===== config.mk =====
export PLATFORM = sky130hd
export DESIGN_NAME = mux_nx1_scan_flat
export DESIGN_NICKNAME = d
export VERILOG_FILES = /design/src/rtl/mux_pkg.sv /design/src/rtl/mux_nx1_scan_if.sv /design/src/rtl/mux_nx1_comb.sv /design/src/rtl/mux_nx1_scan.sv /design/src/flat_wrapper.sv
export SDC_FILE = /design/constraint.sdc
export NUM_CORES = 1
export LEC_CHECK = 0
export BUFFER_PORTS_ARGS = -buffer_cell sky130_fd_sc_hd__buf_2
export CORE_AREA = 3 3 104 106
export CTS_CLUSTER_SIZE = 40
export DETAILED_ROUTE_END_ITERATION = 10
export DIE_AREA = 0 0 107 109
export SLEW_MARGIN = 0
export SYNTH_ARGS = -nofsm -noshare
export SYNTH_HDL_FRONTEND = slang
export SYNTH_SLANG_ARGS = --single-unit

===== constraint.sdc =====
create_clock -name clk -period 6.8 [get_ports clk]
set_input_delay 0.68 -clock clk [delete_from_list [all_inputs] [get_ports clk]]
set_output_delay 0.68 -clock clk [all_outputs]
set_load 0.03 [all_outputs]

===== src/rtl/mux_pkg.sv =====
// Shared encodings for the N:1 registered scan multiplexer: mode values and
// scan FSM state encoding.
package mux_pkg;

    localparam logic MODE_MANUAL = 1'b0;
    localparam logic MODE_SCAN   = 1'b1;

    typedef enum logic [1:0] {
        MANUAL  = 2'd0,
        DWELL   = 2'd1,
        CAPTURE = 2'd2
    } scan_state_e;

endpackage


===== src/rtl/mux_nx1_scan_if.sv =====
// Bus bundle between the N parallel producers / single consumer and the
// mux_nx1_scan block. The master drives channels and controls, the slave is the mux.
interface mux_nx1_scan_if #(
    parameter int N  = 7,
    parameter int W  = 8,
    parameter int DW = 4
);
    localparam int SW = $clog2(N);

    logic [N*W-1:0] in_data;
    logic [N-1:0]   in_valid;
    logic           mode;
    logic [SW-1:0]  sel;
    logic [DW-1:0]  dwell;
    logic [W-1:0]   out_data;
    logic [SW-1:0]  out_ch;
    logic           out_valid;
    logic           out_ready;
    logic           sel_err;

    modport master (
        output in_data, in_valid, mode, sel, dwell, out_ready,
        input  out_data, out_ch, out_valid, sel_err
    );

    modport slave (
        input  in_data, in_valid, mode, sel, dwell, out_ready,
        output out_data, out_ch, out_valid, sel_err
    );

endinterface


===== src/rtl/mux_nx1_comb.sv =====
// Combinational indexed lane select over a flattened N*W bus.
// An index at or beyond N yields all zeros.
module mux_nx1_comb #(
    parameter int N = 7,
    parameter int W = 8
) (
    input  logic [N*W-1:0]         data,
    input  logic [$clog2(N)-1:0]   idx,
    output logic [W-1:0]           y
);
    localparam int SW = $clog2(N);

    always_comb begin
        y = '0;
        for (int k = 0; k < N; k++) begin
            if (idx == SW'(k)) begin
                y = data[k*W +: W];
            end
        end
    end

endmodule


===== src/rtl/mux_nx1_scan.sv =====
// N-channel, W-bit registered multiplexer with valid/ready output stage,
// out-of-range select flag and an auto-scan mode with programmable dwell.
//
// state   | meaning
// MANUAL  | output follows sel; scan entry point (ptr/cnt cleared on leaving)
// DWELL   | counting dwell cycles on the current channel
// CAPTURE | loading channel ptr, or stalled waiting for a free output slot
module mux_nx1_scan
    import mux_pkg::*;
#(
    parameter int N  = 7,
    parameter int W  = 8,
    parameter int DW = 4
) (
    input  logic          clk,
    input  logic          rst,
    mux_nx1_scan_if.slave bus
);
    localparam int SW  = $clog2(N);
    localparam int SWP = SW + 1;
    localparam logic [SW:0]   N_EXT    = SWP'(N);
    localparam logic [SW-1:0] PTR_LAST = SW'(N - 1);

    scan_state_e   state_q, state_d;
    logic [SW-1:0] ptr_q, ptr_d, ptr_next;
    logic [DW-1:0] cnt_q, cnt_d;

    logic [W-1:0]  data_q;
    logic [SW-1:0] ch_q;
    logic          valid_q;
    logic          err_q;

    logic          slot_free;
    logic          sel_ok;
    logic          load;
    logic [W-1:0]  ld_data;
    logic [SW-1:0] ld_ch;
    logic          ld_valid;

    logic [W-1:0]  sel_data, ptr_data;
    logic          sel_vld, ptr_vld;

    mux_nx1_comb #(.N(N), .W(W)) u_sel_data (.data(bus.in_data),  .idx(bus.sel), .y(sel_data));
    mux_nx1_comb #(.N(N), .W(1)) u_sel_vld  (.data(bus.in_valid), .idx(bus.sel), .y(sel_vld));
    mux_nx1_comb #(.N(N), .W(W)) u_ptr_data (.data(bus.in_data),  .idx(ptr_q),   .y(ptr_data));
    mux_nx1_comb #(.N(N), .W(1)) u_ptr_vld  (.data(bus.in_valid), .idx(ptr_q),   .y(ptr_vld));

    assign slot_free = !valid_q || bus.out_ready;
    assign sel_ok    = {1'b0, bus.sel} < N_EXT;
    assign ptr_next  = (ptr_q == PTR_LAST) ? '0 : ptr_q + 1'b1;

    always_comb begin
        state_d  = state_q;
        ptr_d    = ptr_q;
        cnt_d    = cnt_q;
        load     = 1'b0;
        ld_data  = '0;
        ld_ch    = '0;
        ld_valid = 1'b0;

        // Manual mode wins in every state, so a mode drop applies manual rules at once.
        if (bus.mode == MODE_MANUAL) begin
            state_d = MANUAL;
            if (slot_free) begin
                load     = 1'b1;
                ld_data  = sel_data;
                ld_ch    = bus.sel;
                ld_valid = sel_ok && sel_vld;
            end
        end else begin
            case (state_q)
                MANUAL: begin
                    state_d = DWELL;
                    ptr_d   = '0;
                    cnt_d   = '0;
                end
                DWELL: begin
                    if (cnt_q == bus.dwell) begin
                        cnt_d   = '0;
                        state_d = CAPTURE;
                    end else begin
                        cnt_d = cnt_q + 1'b1;
                    end
                end
                CAPTURE: begin
                    if (!ptr_vld) begin
                        ptr_d   = ptr_next;
                        state_d = DWELL;
                    end else if (slot_free) begin
                        load     = 1'b1;
                        ld_data  = ptr_data;
                        ld_ch    = ptr_q;
                        ld_valid = 1'b1;
                        ptr_d    = ptr_next;
                        state_d  = DWELL;
                    end
                end
                default: state_d = MANUAL;
            endcase
        end
    end

    always_ff @(posedge clk) begin
        if (rst) begin
            state_q <= MANUAL;
            ptr_q   <= '0;
            cnt_q   <= '0;
            data_q  <= '0;
            ch_q    <= '0;
            valid_q <= 1'b0;
            err_q   <= 1'b0;
        end else begin
            state_q <= state_d;
            ptr_q   <= ptr_d;
            cnt_q   <= cnt_d;
            err_q   <= (bus.mode == MODE_MANUAL) && !sel_ok;
            if (load) begin
                data_q  <= ld_data;
                ch_q    <= ld_ch;
                valid_q <= ld_valid;
            end else if (bus.out_ready) begin
                valid_q <= 1'b0;
            end
        end
    end

    assign bus.out_data  = data_q;
    assign bus.out_ch    = ch_q;
    assign bus.out_valid = valid_q;
    assign bus.sel_err   = err_q;

endmodule


===== src/flat_wrapper.sv =====
// flat-port wrapper written by rule: the top's interface ports become plain ports
module mux_nx1_scan_flat import mux_pkg::*;
#(
    parameter int N  = 7,
    parameter int W  = 8,
    parameter int DW = 4
)
  (clk, rst, bus_in_data, bus_in_valid, bus_mode, bus_sel, bus_dwell, bus_out_ready, bus_out_data, bus_out_ch, bus_out_valid, bus_sel_err);
  mux_nx1_scan_if #(.N(N), .W(W), .DW(DW)) bus_i ();
  input  logic clk;
  input  logic rst;
  input wire logic [$bits(bus_i.in_data)-1:0] bus_in_data;
  input wire logic [$bits(bus_i.in_valid)-1:0] bus_in_valid;
  input wire logic [$bits(bus_i.mode)-1:0] bus_mode;
  input wire logic [$bits(bus_i.sel)-1:0] bus_sel;
  input wire logic [$bits(bus_i.dwell)-1:0] bus_dwell;
  input wire logic [$bits(bus_i.out_ready)-1:0] bus_out_ready;
  output wire logic [$bits(bus_i.out_data)-1:0] bus_out_data;
  output wire logic [$bits(bus_i.out_ch)-1:0] bus_out_ch;
  output wire logic [$bits(bus_i.out_valid)-1:0] bus_out_valid;
  output wire logic [$bits(bus_i.sel_err)-1:0] bus_sel_err;
  assign bus_i.in_data = bus_in_data;
  assign bus_i.in_valid = bus_in_valid;
  assign bus_i.mode = bus_mode;
  assign bus_i.sel = bus_sel;
  assign bus_i.dwell = bus_dwell;
  assign bus_i.out_ready = bus_out_ready;
  assign bus_out_data = bus_i.out_data;
  assign bus_out_ch = bus_i.out_ch;
  assign bus_out_valid = bus_i.out_valid;
  assign bus_sel_err = bus_i.sel_err;
  mux_nx1_scan #(.N(N), .W(W), .DW(DW)) u_core (.clk(clk), .rst(rst), .bus(bus_i));
endmodule

==> reports/metrics.csv, run 1 <==
metric,value,unit
Worst VDD drop,0.0630,mV
CTS max path bufs,2,
LEAKAGE,1.17,nW
final net count,442,
Clock transition at path regs,0.08,ns
synthesis-to-layout area growth,24.4,%
RSZ-0062 raised after global routing,false,
dpl cells,494,
IO Pins,87,
Post-synth EDFFs,0,
Fin Setup TNS,0,ns
Non-Filler Instances,498,
Post-Syn Nets,374,
CP arrival,3.61,ns
first-pass GRT wire length,13100,um
fin crit period,3.41,ns
setup bufs post-CTS,0,
"Remaining Overflow, GRT",0,
Initial Util,22.9,%
IO buf count,86,
"Seq/Total Area, Yosys",19.5,%
Achievable Freq,0.293,GHz
Final Power,0.000350,W
CTS H-tree lvls,1,
# resized after CTS,0,
GRT Resource Usage Total,14.1,%
CTS Buf Count,3,
Hold WS,0.479,ns
hold buffers post-CTS,0,
Max-Cap Viols,0,
Mapped Area,2260,um^2
largest net degree at the start of global routing,37,
Critical Path Source Type,flip-flop,
Synth warnings,0,
"FFs w/ async S/R, synth",0,%
initial drt markers,163,
# rows,36,
"Clk Latency, worst-skew pair",0.26,ns
outcome,"complete, no violations",
diode count,0,
Setup CP Type,reg2reg,
Final Hold Fails,0,
DP HPWL,6180,um
final instance area,2810,um^2
RePlAce Congestion,0.854,
root buf cell,clkbuf_8,
average size of a mapped cell,7.57,um^2
Final ANT Viol Nets,0,
initial antenna violation count,0,
DRT Pass-1 Iters,4,
layout cells sized above 1,30.7,%
Fin Clk Skew,0.00378,ns
Final setup viols,0,
Via-to-Cell Ratio,5.01,
vias in the first global route,2537,
Synth top area share,19.5,%
most numerous cell in the Yosys netlist,nand2_1,
die height,109,um
CP max FO,20,
Post-Synthesis Cells,298,
Placed Area,2750,um^2
die width,107,um
synth top area cells,"dfxtp_1 (20%), mux2i_1 (9.8%), mux4_2 (7.0%)",
post-synth cell types,44,
worst-margin pin slew,1.02,ns
period utilization,50.2,%
Max transition margin,32.0,%
cell type with the highest aggregate area in the netlist,dfxtp_1,
DR WL/cell,16.2,um
ys flop type,dfxtp_1,
register bit total from synthesis,22,
Commonest cells post-synth,"nand2_1 (39), nor2_1 (28), a21oi_1 (24), dfxtp_1 (22), mux2i_1 (22)",
CP endpoint kind,flip-flop,
Total Die Area,11700,um^2
CP required,7.00,ns
HP Class,reg2reg,
routed via count,2494,
Final Slew Violations,0,
Clock Sinks,22,
power per cell area,125,nW/um^2
CTS tree,built,
Core Area,9860,um^2
Filler cells,1066,
DRC,0,
Routed WL,8090,um
-- worst max-delay path, cell delays in order (launching register included) --
cell	delay (ns)
dfxtp_1	0.79
inv_1	0.38
ha_1	0.53
a221o_1	0.48
a21oi_1	0.81
a22oi_1	0.16
a21oi_1	0.19
-- per-layer routing --
metal	vias up	wire [um]	global-route usage, %
li1	1226	-	-
met4	0	43	2.56
met5	-	0	0
met3	4	386	2.01
met1	1186	3650	18.6
met2	78	4000	24.7
-- cell type report --
| cell class | count | area [um^2] | area share, % |
|---|---|---|---|
| sequential | 22 | 440 | 15.7 |
| timing repair buffer | 88 | 445 | 15.9 |
| clock buffer | 4 | 55.1 | 1.96 |
| tap | 133 | 166 | 5.92 |
| multi-input combinational | 242 | 1670 | 59.4 |
| inverter | 9 | 33.8 | 1.20 |
-- layout by cell type (no fill, tap or decap), types with 5 or more instances in the layout --
cell type,netlist,layout
buf_2,8,86
nand2_1,39,39
nor2_1,28,28
a21oi_1,24,24
mux2i_1,22,22
dfxtp_1,22,22
o21ai_0,13,13
nand2b_1,10,10
nor2b_1,9,9
o211ai_1,9,9
mux2_2,9,9
inv_1,8,8
o22ai_1,7,7
mux4_2,7,7
nand3_1,6,6
xor2_1,6,6
a22oi_1,5,5
o2111ai_1,5,5
-- flip-flops by register name (all words and copies together) (netlist names) --
| signal | count |
|---|---|
| u_core.ptr_q | 3 |
| u_core.bus.out_valid | 1 |
| u_core.bus.sel_err | 1 |
| u_core.cnt_q | 4 |
| u_core.state_q | 2 |
| u_core.bus.out_data | 8 |
| u_core.bus.out_ch | 3 |
-- logic make-up (layout without fill, tap and decap cells) --
group,after synthesis,after routing,share of synthesized area (%)
buf+inv,34,101,6.60
xor+xnor,7,7,2.72
flops,22,22,19.5
simple gates,111,111,23.8
fa+ha+maj,2,2,1.11
mux,39,39,21.9
compound gates,83,83,24.3
-- power breakdown --
group	leakage [nW]	switching, W	internal, W
Combinational	0.961	0.0000635	0.0000504
Clock	0.0288	0.0000444	0.0000517
Sequential	0.180	0.00000486	0.000135
Total	1.17	0.000113	0.000237
-- through the flow --
step                worst slack (ns)  utilization [%]
floorplan                       4.35                -
global placement                3.60             27.9
detailed placement              3.52             27.9
CTS                             3.47             28.5
global route                    3.15             28.5
finish                          3.39             28.5
-- path summary, 6_finish.rpt --
| kind | start | end | slack [ns] | cells after the start |
|---|---|---|---|---|
| max | u_core.ptr_q[2]$_SDFFE_PP0P_ | u_core.bus.out_ch[1]$_SDFFE_PP0P_ | 3.39 | 6 |
| min | u_core.bus.out_data[5]$_SDFFE_PP0P_ | u_core.bus.out_data[5]$_SDFFE_PP0P_ | 0.48 | 2 |
| max reg2reg | u_core.ptr_q[2]$_SDFFE_PP0P_ | u_core.bus.out_ch[1]$_SDFFE_PP0P_ | 3.39 | 6 |
| min reg2reg | u_core.bus.out_data[5]$_SDFFE_PP0P_ | u_core.bus.out_data[5]$_SDFFE_PP0P_ | 0.48 | 2 |
No activity file was read; power rests on OpenSTA's default activity.
==> run 2, diff against run 1 <==
==> constraint.sdc (replaced) <==
create_clock -name clk -period 3.1 [get_ports clk]
set_input_delay 0.31 -clock clk [delete_from_list [all_inputs] [get_ports clk]]
set_output_delay 0.31 -clock clk [all_outputs]
set_load 0.03 [all_outputs]
==> reports/metrics.csv, run 2 (same netlist as run 1, synthesis figures left out) <==
metric,value,unit,change
"commonest cells after routing, fill and taps aside","buf_2 (86), nand2_1 (39), nor2_1 (28), a21oi_1 (24)",,
period utilization,78.5,%,+28 points
diode count,0,,unchanged
initial antenna violation count,0,,unchanged
layout cells sized above 1,31.6,%,+0.94 points
die height,109,um,unchanged
final net count,448,,+1.4%
synthesis-to-layout area growth,25.8,%,
DRC,0,,unchanged
Final Hold Fails,0,,unchanged
worst-margin pin slew,0.843,ns,-0.177 ns
CP max FO,11,,-45%
RePlAce Congestion,0.928,,+8.6%
Filler cells,1082,,+1.5%
HP Class,in2reg,,
"Clk Latency, worst-skew pair",0.26,ns,about the same
initial drt markers,205,,+26%
Final Slew Violations,0,,unchanged
GRT Resource Usage Total,14.3,%,+0.24 points
Fin Setup TNS,0,ns,unchanged
Worst VDD drop,0.0938,mV,+49%
CTS Buf Count,3,,unchanged
Max transition margin,43.8,%,+12 points
Final setup viols,0,,unchanged
"most common cell after layout, fill and taps aside",buf_2,,
DRT Pass-1 Iters,5,,+1
# rows,36,,unchanged
# resized after CTS,0,,unchanged
Achievable Freq,0.411,GHz,+40%
setup bufs post-CTS,0,,unchanged
Fin Clk Skew,0.00611,ns,+0.00232 ns
CP endpoint kind,flip-flop,,
CP arrival,2.63,ns,-0.98 ns
Max-Cap Viols,0,,unchanged
IO Pins,87,,unchanged
max reg flops,8,,unchanged
DP HPWL,6650,um,+7.6%
first-pass GRT wire length,13400,um,+2.0%
launching point of the worst reg2reg path,u_core.ptr_q[0]$_SDFFE_PP0P_,,
CP required,3.30,ns,-3.70 ns
fin crit period,2.43,ns,-0.978 ns
Clock transition at path regs,0.08,ns,about the same
vias in the first global route,2673,,+5.4%
die width,107,um,unchanged
outcome,"complete, no violations",,
root buf cell,clkbuf_8,,
Final ANT Viol Nets,0,,unchanged
Clock Sinks,22,,unchanged
Core Area,9860,um^2,unchanged
Critical Path Source Type,flip-flop,,
hold buffers post-CTS,0,,unchanged
HP Start,bus_in_data[53],,
Total Die Area,11700,um^2,unchanged
routed via count,2569,,+3.0%
power per cell area,261,nW/um^2,+110%
CTS H-tree lvls,1,,unchanged
critical path startpoint,u_core.ptr_q[0]$_SDFFE_PP0P_,,
Via-to-Cell Ratio,5.11,,+2.0%
"Remaining Overflow, GRT",0,,unchanged
largest net degree at the start of global routing,34,,-8.1%
CTS tree,built,,
DR WL/cell,16.9,um,+3.9%
LEAKAGE,1.19,nW,+2.0%
Initial Util,22.9,%,unchanged
CTS max path bufs,2,,unchanged
post-layout util,28.8,%,+0.32 points
IO buf count,86,,unchanged
RSZ-0062 raised after global routing,false,,
Setup CP Type,reg2reg,,
Routed WL,8490,um,+5.0%
[run 2: changes by cell type in the layout (fill, tap and decap cells not counted)]
cell,change
buf_4,+6
clkbuf_8,-1
[run 2: per-stage QoR]
step | instances | setup slack, ns | hold WS (ns) | instance area [um^2] | power (W)
after floorplan | 298 | 0.648 | 0.486 | 2260 | 0.000462
after global placement | 500 | 0.766 | 0.471 | 2800 | 0.000564
after detailed placement | 500 | 0.687 | 0.489 | 2800 | 0.000569
after CTS | 503 | 0.647 | 0.356 | 2840 | 0.000744
after global routing | 503 | 0.422 | 0.384 | 2840 | 0.000776
final | 503 | 0.667 | 0.352 | 2840 | 0.000740
[run 2: final timing paths]
kind / to / slack (ns) / depth (start not counted)
max: u_core.bus.out_ch[0]$_SDFFE_PP0P_ / 0.67 / 7
min: u_core.bus.out_data[5]$_SDFFE_PP0P_ / 0.35 / 3
max reg2reg: u_core.bus.out_ch[0]$_SDFFE_PP0P_ / 0.67 / 7
min reg2reg: u_core.bus.out_data[5]$_SDFFE_PP0P_ / 0.50 / 2
[run 2: cell type report]
| class | instances | area, um^2 | share of cell area, % |
|---|---|---|---|
| clock buffer | 3 | 41.3 | 1.45 |
| inverter | 9 | 33.8 | 1.19 |
| multi-input combinational | 242 | 1670 | 58.7 |
| sequential | 22 | 440 | 15.5 |
| tap | 133 | 166 | 5.86 |
| timing repair buffer | 94 | 490 | 17.3 |
[run 2: routing by layer]
layer | wire (um) | vias to the layer above | track usage, % | part of all wire, %
met4 | 141 | 0 | 4.38 | 1.7
met1 | 3400 | 1203 | 17.8 | 40
li1 | - | 1242 | - | -
met2 | 4190 | 110 | 25.2 | 49
met5 | 0 | - | 0 | 0
met3 | 755 | 14 | 2.66 | 8.9
[run 2: worst max-delay path: stages, from the launching register on]
cell,delay (ns)
dfxtp_1,0.33
and2_1,0.15
ha_1,0.40
a211oi_1,0.10
a221o_1,0.39
a21oi_1,0.68
a22oi_1,0.14
a21oi_1,0.18
[run 2: where the power goes]
| part | internal [W] | switching, W | total (W) |
|---|---|---|---|
| Clock | 0.0000867 | 0.0000914 | 0.000178 |
| Sequential | 0.000297 | 0.0000122 | 0.000309 |
| Combinational | 0.000112 | 0.000140 | 0.000253 |
| Total | 0.000496 | 0.000244 | 0.000740 |
